File: src/rtl/fir_cap_pkg.sv
// Shared definitions for fir_response_capture: capture FSM encoding, default
// sizes and the sample magnitude helper.
package fir_cap_pkg;

  localparam int DW_DEF    = 16;
  localparam int DEPTH_DEF = 32;
  localparam int MAG_W     = 32;

  typedef enum logic [1:0] {
    ST_IDLE    = 2'd0,
    ST_ARMED   = 2'd1,
    ST_CAPTURE = 2'd2,
    ST_DONE    = 2'd3
  } cap_state_e;

  // Callers sign-extend into MAG_W and truncate back to DW, so -2^(DW-1)
  // lands on the unsigned value 2^(DW-1) without saturating.
  function automatic logic [MAG_W-1:0] cap_mag(input logic signed [MAG_W-1:0] x);
    logic [MAG_W-1:0] r;
    r = x[MAG_W-1] ? $unsigned(-x) : $unsigned(x);
    return r;
  endfunction

endpackage

File: src/rtl/fir_cap_ram.sv
// Capture buffer: DEPTH x DW simple dual-port RAM, synchronous write port and
// registered read port (read register clears on reset, array does not).
module fir_cap_ram #(
  parameter int DW    = 16,
  parameter int DEPTH = 32,
  parameter int AW    = 5
) (
  input  logic          clk,
  input  logic          rst_n,
  input  logic          we_i,
  input  logic [AW-1:0] waddr_i,
  input  logic [DW-1:0] wdata_i,
  input  logic          re_i,
  input  logic [AW-1:0] raddr_i,
  output logic [DW-1:0] rdata_o
);

  logic [DW-1:0] mem_q [DEPTH];
  logic [DW-1:0] rdata_q;

  always_ff @(posedge clk) begin
    if (we_i) mem_q[waddr_i] <= wdata_i;
  end

  always_ff @(posedge clk or negedge rst_n) begin
    if (!rst_n)    rdata_q <= '0;
    else if (re_i) rdata_q <= mem_q[raddr_i];
  end

  assign rdata_o = rdata_q;

endmodule

File: src/rtl/fir_response_capture.sv
// Trigger-and-capture consumer for the FIR output with peak/sum statistics and
// a readback port. Define FIR_CAP_AUTOTRIG_EN to force a trigger after TIMEOUT
// valid samples in ARMED.
//
//   state   | meaning
//   IDLE    | after reset, nothing captured
//   ARMED   | waiting for |y_in| >= thresh
//   CAPTURE | writing valid samples at index 1..DEPTH-1
//   DONE    | results stable, readback enabled
module fir_response_capture
  import fir_cap_pkg::*;
#(
  parameter int DW      = DW_DEF,
  parameter int DEPTH   = DEPTH_DEF,
  parameter int AW      = $clog2(DEPTH),
  parameter int TIMEOUT = 256
) (
  input  logic                 clk,
  input  logic                 rst_n,
  input  logic signed [DW-1:0] y_in,
  input  logic                 y_valid,
  input  logic                 arm,
  input  logic [DW-1:0]        thresh,
  input  logic                 rd_req,
  input  logic [AW-1:0]        rd_addr,
  output logic signed [DW-1:0] rd_data,
  output logic                 rd_valid,
  output logic                 busy,
  output logic                 done,
  output logic signed [DW-1:0] peak,
  output logic [AW-1:0]        peak_idx,
  output logic signed [DW+AW-1:0] sum,
  output logic                 timed_out
);

  cap_state_e              state_q;
  logic [AW-1:0]           cnt_q;
  logic                    busy_q, done_q, rd_valid_q;
  logic signed [DW-1:0]    peak_q, peak_d;
  logic [AW-1:0]           peak_idx_q, peak_idx_d;
  logic signed [DW+AW-1:0] sum_q, sum_d;

  logic [DW-1:0]           y_mag, pk_mag;
  logic signed [DW+AW-1:0] y_ext;
  logic                    arm_ok, trig, force_trig, start, wr_en, rd_en;
  logic [AW-1:0]           wr_addr;
  logic [DW-1:0]           ram_rdata;

  assign y_mag  = DW'(cap_mag(MAG_W'(y_in)));
  assign pk_mag = DW'(cap_mag(MAG_W'(peak_q)));
  assign y_ext  = (DW+AW)'(y_in);

`ifdef FIR_CAP_AUTOTRIG_EN
  localparam int TW = $clog2(TIMEOUT + 1);
  logic [TW-1:0] to_cnt_q;
  logic          timed_out_q;

  assign force_trig = (state_q == ST_ARMED) && !arm && y_valid && !trig && (to_cnt_q == '0);
  assign timed_out  = timed_out_q;
`else
  logic unused_timeout;

  assign unused_timeout = (TIMEOUT != 0);
  assign force_trig     = 1'b0;
  assign timed_out      = 1'b0;
`endif

  // An arm in ARMED restarts the wait, so it masks a coincident trigger.
  assign arm_ok  = arm && (state_q != ST_CAPTURE);
  assign trig    = y_valid && (y_mag >= thresh);
  assign start   = (state_q == ST_ARMED) && !arm && (trig || force_trig);
  assign wr_en   = start || ((state_q == ST_CAPTURE) && y_valid);
  assign wr_addr = start ? '0 : cnt_q;
  assign rd_en   = rd_req && (state_q == ST_DONE) && !arm;

  always_comb begin
    peak_d     = peak_q;
    peak_idx_d = peak_idx_q;
    sum_d      = sum_q;
    if (start) begin
      peak_d     = y_in;
      peak_idx_d = '0;
      sum_d      = y_ext;
    end else if (wr_en) begin
      sum_d = sum_q + y_ext;
      if (y_mag > pk_mag) begin
        peak_d     = y_in;
        peak_idx_d = cnt_q;
      end
    end
  end

  always_ff @(posedge clk or negedge rst_n) begin
    if (!rst_n) begin
      state_q     <= ST_IDLE;
      cnt_q       <= '0;
      busy_q      <= 1'b0;
      done_q      <= 1'b0;
      rd_valid_q  <= 1'b0;
      peak_q      <= '0;
      peak_idx_q  <= '0;
      sum_q       <= '0;
`ifdef FIR_CAP_AUTOTRIG_EN
      to_cnt_q    <= '0;
      timed_out_q <= 1'b0;
`endif
    end else begin
      rd_valid_q <= rd_en;
      if (arm_ok) begin
        state_q    <= ST_ARMED;
        cnt_q      <= '0;
        busy_q     <= 1'b1;
        done_q     <= 1'b0;
        peak_q     <= '0;
        peak_idx_q <= '0;
        sum_q      <= '0;
`ifdef FIR_CAP_AUTOTRIG_EN
        to_cnt_q    <= TW'(TIMEOUT - 1);
        timed_out_q <= 1'b0;
`endif
      end else begin
        peak_q     <= peak_d;
        peak_idx_q <= peak_idx_d;
        sum_q      <= sum_d;
        unique case (state_q)
          ST_ARMED: begin
            if (start) begin
              state_q <= ST_CAPTURE;
              cnt_q   <= AW'(1);
`ifdef FIR_CAP_AUTOTRIG_EN
              timed_out_q <= force_trig;
            end else if (y_valid && (to_cnt_q != '0)) begin
              to_cnt_q <= to_cnt_q - 1'b1;
`endif
            end
          end
          ST_CAPTURE: begin
            if (y_valid) begin
              cnt_q <= cnt_q + 1'b1;
              if (cnt_q == AW'(DEPTH - 1)) begin
                state_q <= ST_DONE;
                busy_q  <= 1'b0;
                done_q  <= 1'b1;
              end
            end
          end
          default: ;
        endcase
      end
    end
  end

  fir_cap_ram #(
    .DW   (DW),
    .DEPTH(DEPTH),
    .AW   (AW)
  ) u_ram (
    .clk    (clk),
    .rst_n  (rst_n),
    .we_i   (wr_en),
    .waddr_i(wr_addr),
    .wdata_i(y_in),
    .re_i   (rd_en),
    .raddr_i(rd_addr),
    .rdata_o(ram_rdata)
  );

  assign rd_data  = ram_rdata;
  assign rd_valid = rd_valid_q;
  assign busy     = busy_q;
  assign done     = done_q;
  assign peak     = peak_q;
  assign peak_idx = peak_idx_q;
  assign sum      = sum_q;

endmodule

File: config.mk
export PLATFORM = sky130hd
export DESIGN_NAME = fir_response_capture
export DESIGN_NICKNAME = d
export VERILOG_FILES = /design/src/rtl/fir_cap_pkg.sv /design/src/rtl/fir_cap_ram.sv /design/src/rtl/fir_response_capture.sv
export SDC_FILE = /design/constraint.sdc
export NUM_CORES = 1
export LEC_CHECK = 0
export ABC_AREA = 1
export CAP_MARGIN = 25
export CORE_MARGIN = 1.5
export CORE_UTILIZATION = 50
export CTS_CLUSTER_DIAMETER = 50
export CTS_CLUSTER_SIZE = 24
export DETAILED_ROUTE_END_ITERATION = 7
export GPL_ROUTABILITY_DRIVEN = 1
export MAX_ROUTING_LAYER = met4
export PLACE_DENSITY_LB_ADDON = 0.05
export REMOVE_ABC_BUFFERS = 1
export SLEW_MARGIN = 0
export SYNTH_ARGS = -nofsm -noshare
export SYNTH_HDL_FRONTEND = slang
export SYNTH_SLANG_ARGS = --single-unit
File: constraint.sdc
create_clock -name clk -period 2.8 [get_ports clk]
set_input_delay 0.42 -clock clk [delete_from_list [all_inputs] [get_ports clk]]
set_output_delay 0.42 -clock clk [all_outputs]
set_load 0.005 [all_outputs]
# After elaboration in Yosys (flattened, before gate mapping)
# Memories as Yosys holds them, arrays and structs flattened. A register that Yosys moved wholly into a read port is not among the register bits.
# Cells that the tools add are included.
[totals]
regBits = 52
ramBits = 512
in_bits = 42
out_inout_bits = 62
word_cells = 76
memories = 1
[op_classes]
addsub = 4
order_cmp = 2
n_eq_ne = 8
n_mux = 33
n_reduce_logical = 20
[memory_table]
columns = ["name", "words", "width", "rd", "rd_clocked_by_memory_dff", "write_ports", "line", "rtl"]
rows = [
  ["u_ram.mem_q", 32, 16, 1, 1, 1, "fir_cap_ram.sv:18", "logic [DW-1:0] mem_q [DEPTH];"],
]
[ops]
columns = ["cell", "count"]
rows = [
  ["$mux W16", 6],
  ["$mux W21", 3],
  ["$mux W5", 8],
  ["$neg A16 Y16", 2],
  ["$add A21 B16 Y21", 1],
  ["$ge A16 B16 Y1", 1],
  ["$gt A16 B16 Y1", 1],
  ["$mux W1", 10],
  ["$pmux W5 S2", 1],
  ["$reduce_bool A3 Y1", 3],
  ["$mux W2", 4],
  ["$logic_and A1 B1 Y1", 7],
  ["$ne A3 B3 Y1 const B", 2],
  ["$reduce_and A3 Y1", 2],
  ["$reduce_bool A2 Y1", 3],
  ["$add A5 B1 Y5 const B", 1],
  ["$eq A5 B5 Y1 const B", 1],
  ["$eq A2 B2 Y1 const B", 2],
  ["$pmux W2 S2", 1],
  ["$reduce_and A4 Y1", 1],
  ["$ne A3 B2 Y1 const B", 1],
  ["$eq A2 B1 Y1 const B", 1],
  ["$logic_not A1 Y1", 2],
  ["$ne A2 B2 Y1 const B", 1],
  ["2 further kinds", 2],
]

# Depth between registers and ports, before layout
[logic_depth]
word_depth = 9
depth_mapped = 19
depth_no_buf = 18

# Cells and area by module
# From an unflattened synthesis, not the netlist that was laid out.
[unflattened]
hier_cells = 2633
hier_area_um2 = 26770.7
[by_module_without_submodules]
columns = ["module", "n_inst", "cells_per_inst", "area_per_inst_um2", "seq_area_each_um2"]
rows = [
  ["fir_cap_ram", 1, 1798, 21459.3, 15775.1],
  ["fir_response_capture", 1, 835, 5311.3, 1301.2],
]

# Least setup slack after synthesis
# OpenSTA, ideal clock, no wires.
[synth_timing]
path_type = "input port to flip-flop"
start = "input y_in[0]"
end = "memory u_ram.mem_q[20][0], enable pin"
setup_time_ns = 0.388
t_arrival_ns = 3.314
required_ns = 2.412
path_slack_ns = -0.903
path_stages = 19
path_buffers = 1
path_cell_list = "inv_1 -> ha_1 -> nand4_1 -> nor2_1 -> nand3_1 -> nand2_1 -> o21ai_0 -> xor2_1 -> ha_1 -> nand2_1 -> o21ai_0 -> a21oi_1 -> nand2_1 -> nand2_4 -> buf_4 -> nand2_1 -> nor2_1 -> nand2_1 -> nor2_1"
[synth_between]
elab_chain_cells = 8
word_cells_on_any_way = 9
cone_classes = "add/sub (1); order compare (1); mux (4); reduce/logical (3)"
[synth_lines]
columns = ["element", "line", "rtl"]
rows = [
  ["from (decl)", "fir_response_capture.sv:20", "input logic signed [DW-1:0] y_in,"],
  ["$neg A16 Y16", "fir_cap_pkg.sv:20", "r = x[MAG_W-1] ? $unsigned(-x) : $unsigned(x);"],
  ["$mux W16 *", "fir_cap_pkg.sv:20", ""],
  ["$ge A16 B16 Y1 *", "fir_response_capture.sv:70", "assign trig = y_valid && (y_mag >= thresh);"],
  ["$logic_and A1 B1 Y1 *", "fir_response_capture.sv:70", ""],
  ["$logic_and A1 B1 Y1 *", "fir_response_capture.sv:71", "assign start = (state_q == ST_ARMED) && !arm && (trig || force_trig);"],
  ["$logic_or A1 B1 Y1", "fir_response_capture.sv:72", "assign wr_en = start || ((state_q == ST_CAPTURE) && y_valid);"],
  ["$mux W1", "fir_cap_ram.sv:22", "if (we_i) mem_q[waddr_i] <= wdata_i;"],
  ["$mux W1 (not written as such)", "fir_cap_ram.sv:22", ""],
  ["to (decl)", "fir_cap_ram.sv:18", ""],
]
# Every way passes the cells marked *; elsewhere a longest branch is shown, timed or not.

# Worst setup path in the final report
[layout_timing]
start = "input y_in[0]"
end = "memory u_ram.mem_q[12][2], enable pin"
# Same word-level chain as after synthesis.

==> results summary <==
The core box area came out at 0.0516 mm^2. Relative to the synthesized area, the layout overhead comes to 24.2%. The number of nets at the end of the flow came out at 2,879. The post-synth design cell area is 0.0262 mm^2. Ranked by total cell area, the synthesized netlist is headed by edfxtp_1 (59%), nand2_1 (8.1%), dfrtp_1 (6.5%). The number of endpoints with negative hold slack in the final report came out at 0. The number of sinks handled by clock tree synthesis came out at 580.

The global-route usage over all layers is 31.2%. The HPWL after detailed placement is 51,400 um. The biggest fanout along the worst timing path is 8.

The via count of the first global-routing pass came to 19,500. The final cell count without fillers came out at 3,506. The wire length reported by the detailed router came out at 81,800 um.

The period utilization came out at 105%. The arrival time of the worst setup path is 3.30 ns. The synthesized design spends more area on one cell type than any other, namely edfxtp_1. The sequential share of the synthesized area is 65.1%. The share of synthesized flip-flops with an asynchronous set or reset came out at 11.7%.

From bottom edge to top edge, the die measures 232 um. In this run, synthesis produced a sequential element count of 580. At the worst endpoint, the required time is 3.15 ns. Yosys mapped a number of flops with a built-in enable equal to 512. The starting utilization of the core area is 50.8%. The share of the synthesized area in the top cell type came out at 58.6%. The floorplan step set the die width to 232 um. Subtracting the final worst setup slack from the clock period gives 2.95 ns. By area, the combinational part of the netlist is dominated by simple AND/OR/NAND/NOR gates. The total DRC errors in the routed layout is 0.

Measured on the finished design, the core utilization comes to 63.1%. TritonCTS built the clock tree. Summing the areas of all xor and xnor instances in the mapped netlist gives 1.10% of the synthesized area. The clock input transition at the sequential cells of the worst setup and hold paths came out at 0.08 ns. The worst setup path is launched from a primary input. Before antenna repair, the detailed router went through 5 iterations.

The initial detailed-routing violation count is 1,985. The worst slack on hold paths came out at 0.174 ns. The number of clock buffers added by TritonCTS is 54. The via total after detailed routing came out at 20,100. The library cell used most frequently in the layout, excluding fill and tap cells, is nand2_1. The overall overflow remaining after global route came out at 0. The max-slew violation count is 0.

For flop-to-flop paths, the worst setup slack is -0.05 ns. The worst setup path is of the in2reg kind. The antenna violation net count after detailed routing is 0. The slew of the pin with the lowest slew margin came out at 0.974 ns. The overall die area is 0.0538 mm^2. At the end of routability-driven placement, the weighted congestion stood at 0.911. The checks that failed: negative setup slack. The portion of synthesized area spent on multiplexers is 0%. Dividing the synthesized area by the synthesized cell count gives 10.5 um^2. For this run, the leading register cell type out of synthesis is edfxtp_1. Setup repair after global routing could not meet its margin everywhere. The power per cell area is 661 mW/mm^2.

The worst register-to-register path ends at peak_idx[2]$_DFFE_PN0P_. Setup violations remaining at the end of the flow were counted as 470. STA classifies the critical path endpoint as a flip-flop. The fraction of the mapped netlist area in adder cells came out at 2.75%.

The first-pass GRT wire length came out at 120,000 um. Max-cap violations in this run came to 0. The source of the worst register-to-register timing path is peak[4]$_DFFE_PN0P_. On the final layout, the worst clock skew is 0.0259 ns.

Leaving out fill and tap cells, the most frequent cells in the layout are nand2_1 (543), edfxtp_1 (512), nor2_1 (327). Once routing completed, OpenROAD measured the worst setup slack at -0.148 ns. Counting tap cells, the placed design contains a total of 3,357 instances. The worst slew margin relative to its limit came out at 35.0%.

The tree is rooted in a clkbuf_16. The synthesized-area fraction occupied by ao, oa, aoi and oai cells came out at 9.38%. For this run, the top clock speed supported by timing is 339 MHz. The post-layout total power is 0.0215 W. The peak ir drop on the vdd network came out at 543 uV.

In the final routed layout, each cell accounts on average for 23.3 um. The source-to-sink clock delay at the later pin of the worst-skew pair came out at 0.63 ns. Summing the areas of all and, or, nand and nor instances in the mapped netlist gives 17.0% of the synthesized area. The netlist uses 44 different library cells. The average vias per placed instance came out at 5.74. The analysis attributes to cell leakage a power of 12.6 nW. The number of I/O port buffers is 102. The tightest min-delay check is of the in2async type. Row generation in the floorplan step produced 83 rows. The initial antenna violation count was 2. Entering global routing, the biggest net connects 86 pins. The maximum root-to-sink buffer count is 3.

The logic depth of the worst register-to-register path came out at 18. The flow ran to the end, but the final reports show violations. For this design the top-level I/O count stands at 104. The H-tree generated during clock tree synthesis spans 2 levels. Cells with a size suffix above 1 make up 16.5% of the layout.

The setup slack at placement came out at -1.44 ns. The cell count after synthesis came out at 2,505. During synthesis, Yosys emitted a total of 0 warnings.
[critical path, cell delays in order]
cell and delay (ns):
buf_6 0.13, inv_6 0.07, ha_4 0.12, nand4_1 0.12, nor2_2 0.17, buf_4 0.13, buf_6 0.08, a21oi_2 0.04
xor2_1 0.15, ha_1 0.33, nand4_1 0.16, nor3_4 0.22, nand2_2 0.06, nand2_2 0.08, nand2_4 0.11, inv_4 0.10
buf_6 0.10, a21oi_4 0.03, buf_12 0.18, nor2_4 0.22, clkbuf_16 0.21
[per-stage QoR]
step	instance area, um^2	TNS, ns
after CTS	32300	-32.79
after global placement	29400	-722.82
final	32600	-22.20
after floorplan	25600	-563.83
after global routing	32600	-98.45
after detailed placement	29400	-757.39
[metal layers]
metal	global-route usage [%]	routed length, um
met1	40.5	33600
met2	51.2	40100
met3	4.37	5640
met4	9.52	2480
met5	-	0
[where the power goes]
part	switching [W]	leakage [nW]	internal, W	total [W]
combinational	0.00215	6.23	0.00161	0.00377
clock	0.00365	0.908	0.00424	0.00790
sequential	0.000239	5.49	0.00963	0.00987
total	0.00605	12.6	0.0155	0.0215
[state kept, by name, summed over array words and instances, names as in the netlist]
register and cells:
cnt_q 5, u_ram.rdata_o 16, state_q 2, busy 1
peak_idx 5, u_ram.mem_q 512, done 1, peak 16
rd_valid 1, sum 21
[cell families (layout without fill, tap and decap cells)]
kind of cell | count (synthesis) | after routing
DFF | 580 | 580
buffers and inverters | 280 | 599
adders and majority gates | 57 | 57
and+or+nand+nor | 1104 | 1105
AOI/OAI and AO/OA | 450 | 450
xor gates and xnor gates | 33 | 33
other | 1 | 2
[cell usage after synthesis, types with 25 or more instances]
library cell	number
nor2_1	368
o22ai_1	128
nand2_1	566
ha_1	56
edfxtp_1	512
buf_2	45
nand3_1	116
o21ai_0	262
nand4_1	36
a21oi_1	28
xor2_1	25
clkbuf_1	58
dfrtp_1	68
inv_1	141
[layout make-up]
type                       instances  area (um^2)
antenna                            1         2.50
clock buffer                      66         1450
clock inverter                    35          479
fill                            4173        19000
inverter                         149          576
multi-input combinational       1646         8490
sequential                       580        17100
tap                              680          851
timing repair buffer             349         3640
[repair_timing]
item                                    CTS  global route
hold buffers                              1             0
endpoints found under the setup margin  561           560
hold endpoints to repair                 61             0
setup buffers                            25             5
pin swaps                                45            44
gates resized for setup                 183            74
cloned                                   14             6
[worst max path at each step]
stage                     startpoint                             to  slack, ns  cells past startpoint
after floorplan              y_in[0]   u_ram.mem_q[13][0]$_DFFE_PP_      -1.15                     18
after global placement       y_in[0]   u_ram.mem_q[13][8]$_DFFE_PP_      -1.36                     21
after detailed placement     y_in[0]  u_ram.mem_q[15][13]$_DFFE_PP_      -1.44                     21
after CTS                    y_in[0]   u_ram.mem_q[12][8]$_DFFE_PP_      -0.15                     20
after global routing        y_in[11]   u_ram.mem_q[12][0]$_DFFE_PP_      -0.26                     19
final                        y_in[0]   u_ram.mem_q[12][2]$_DFFE_PP_      -0.15                     21
(Power assumes the default switching activity.)
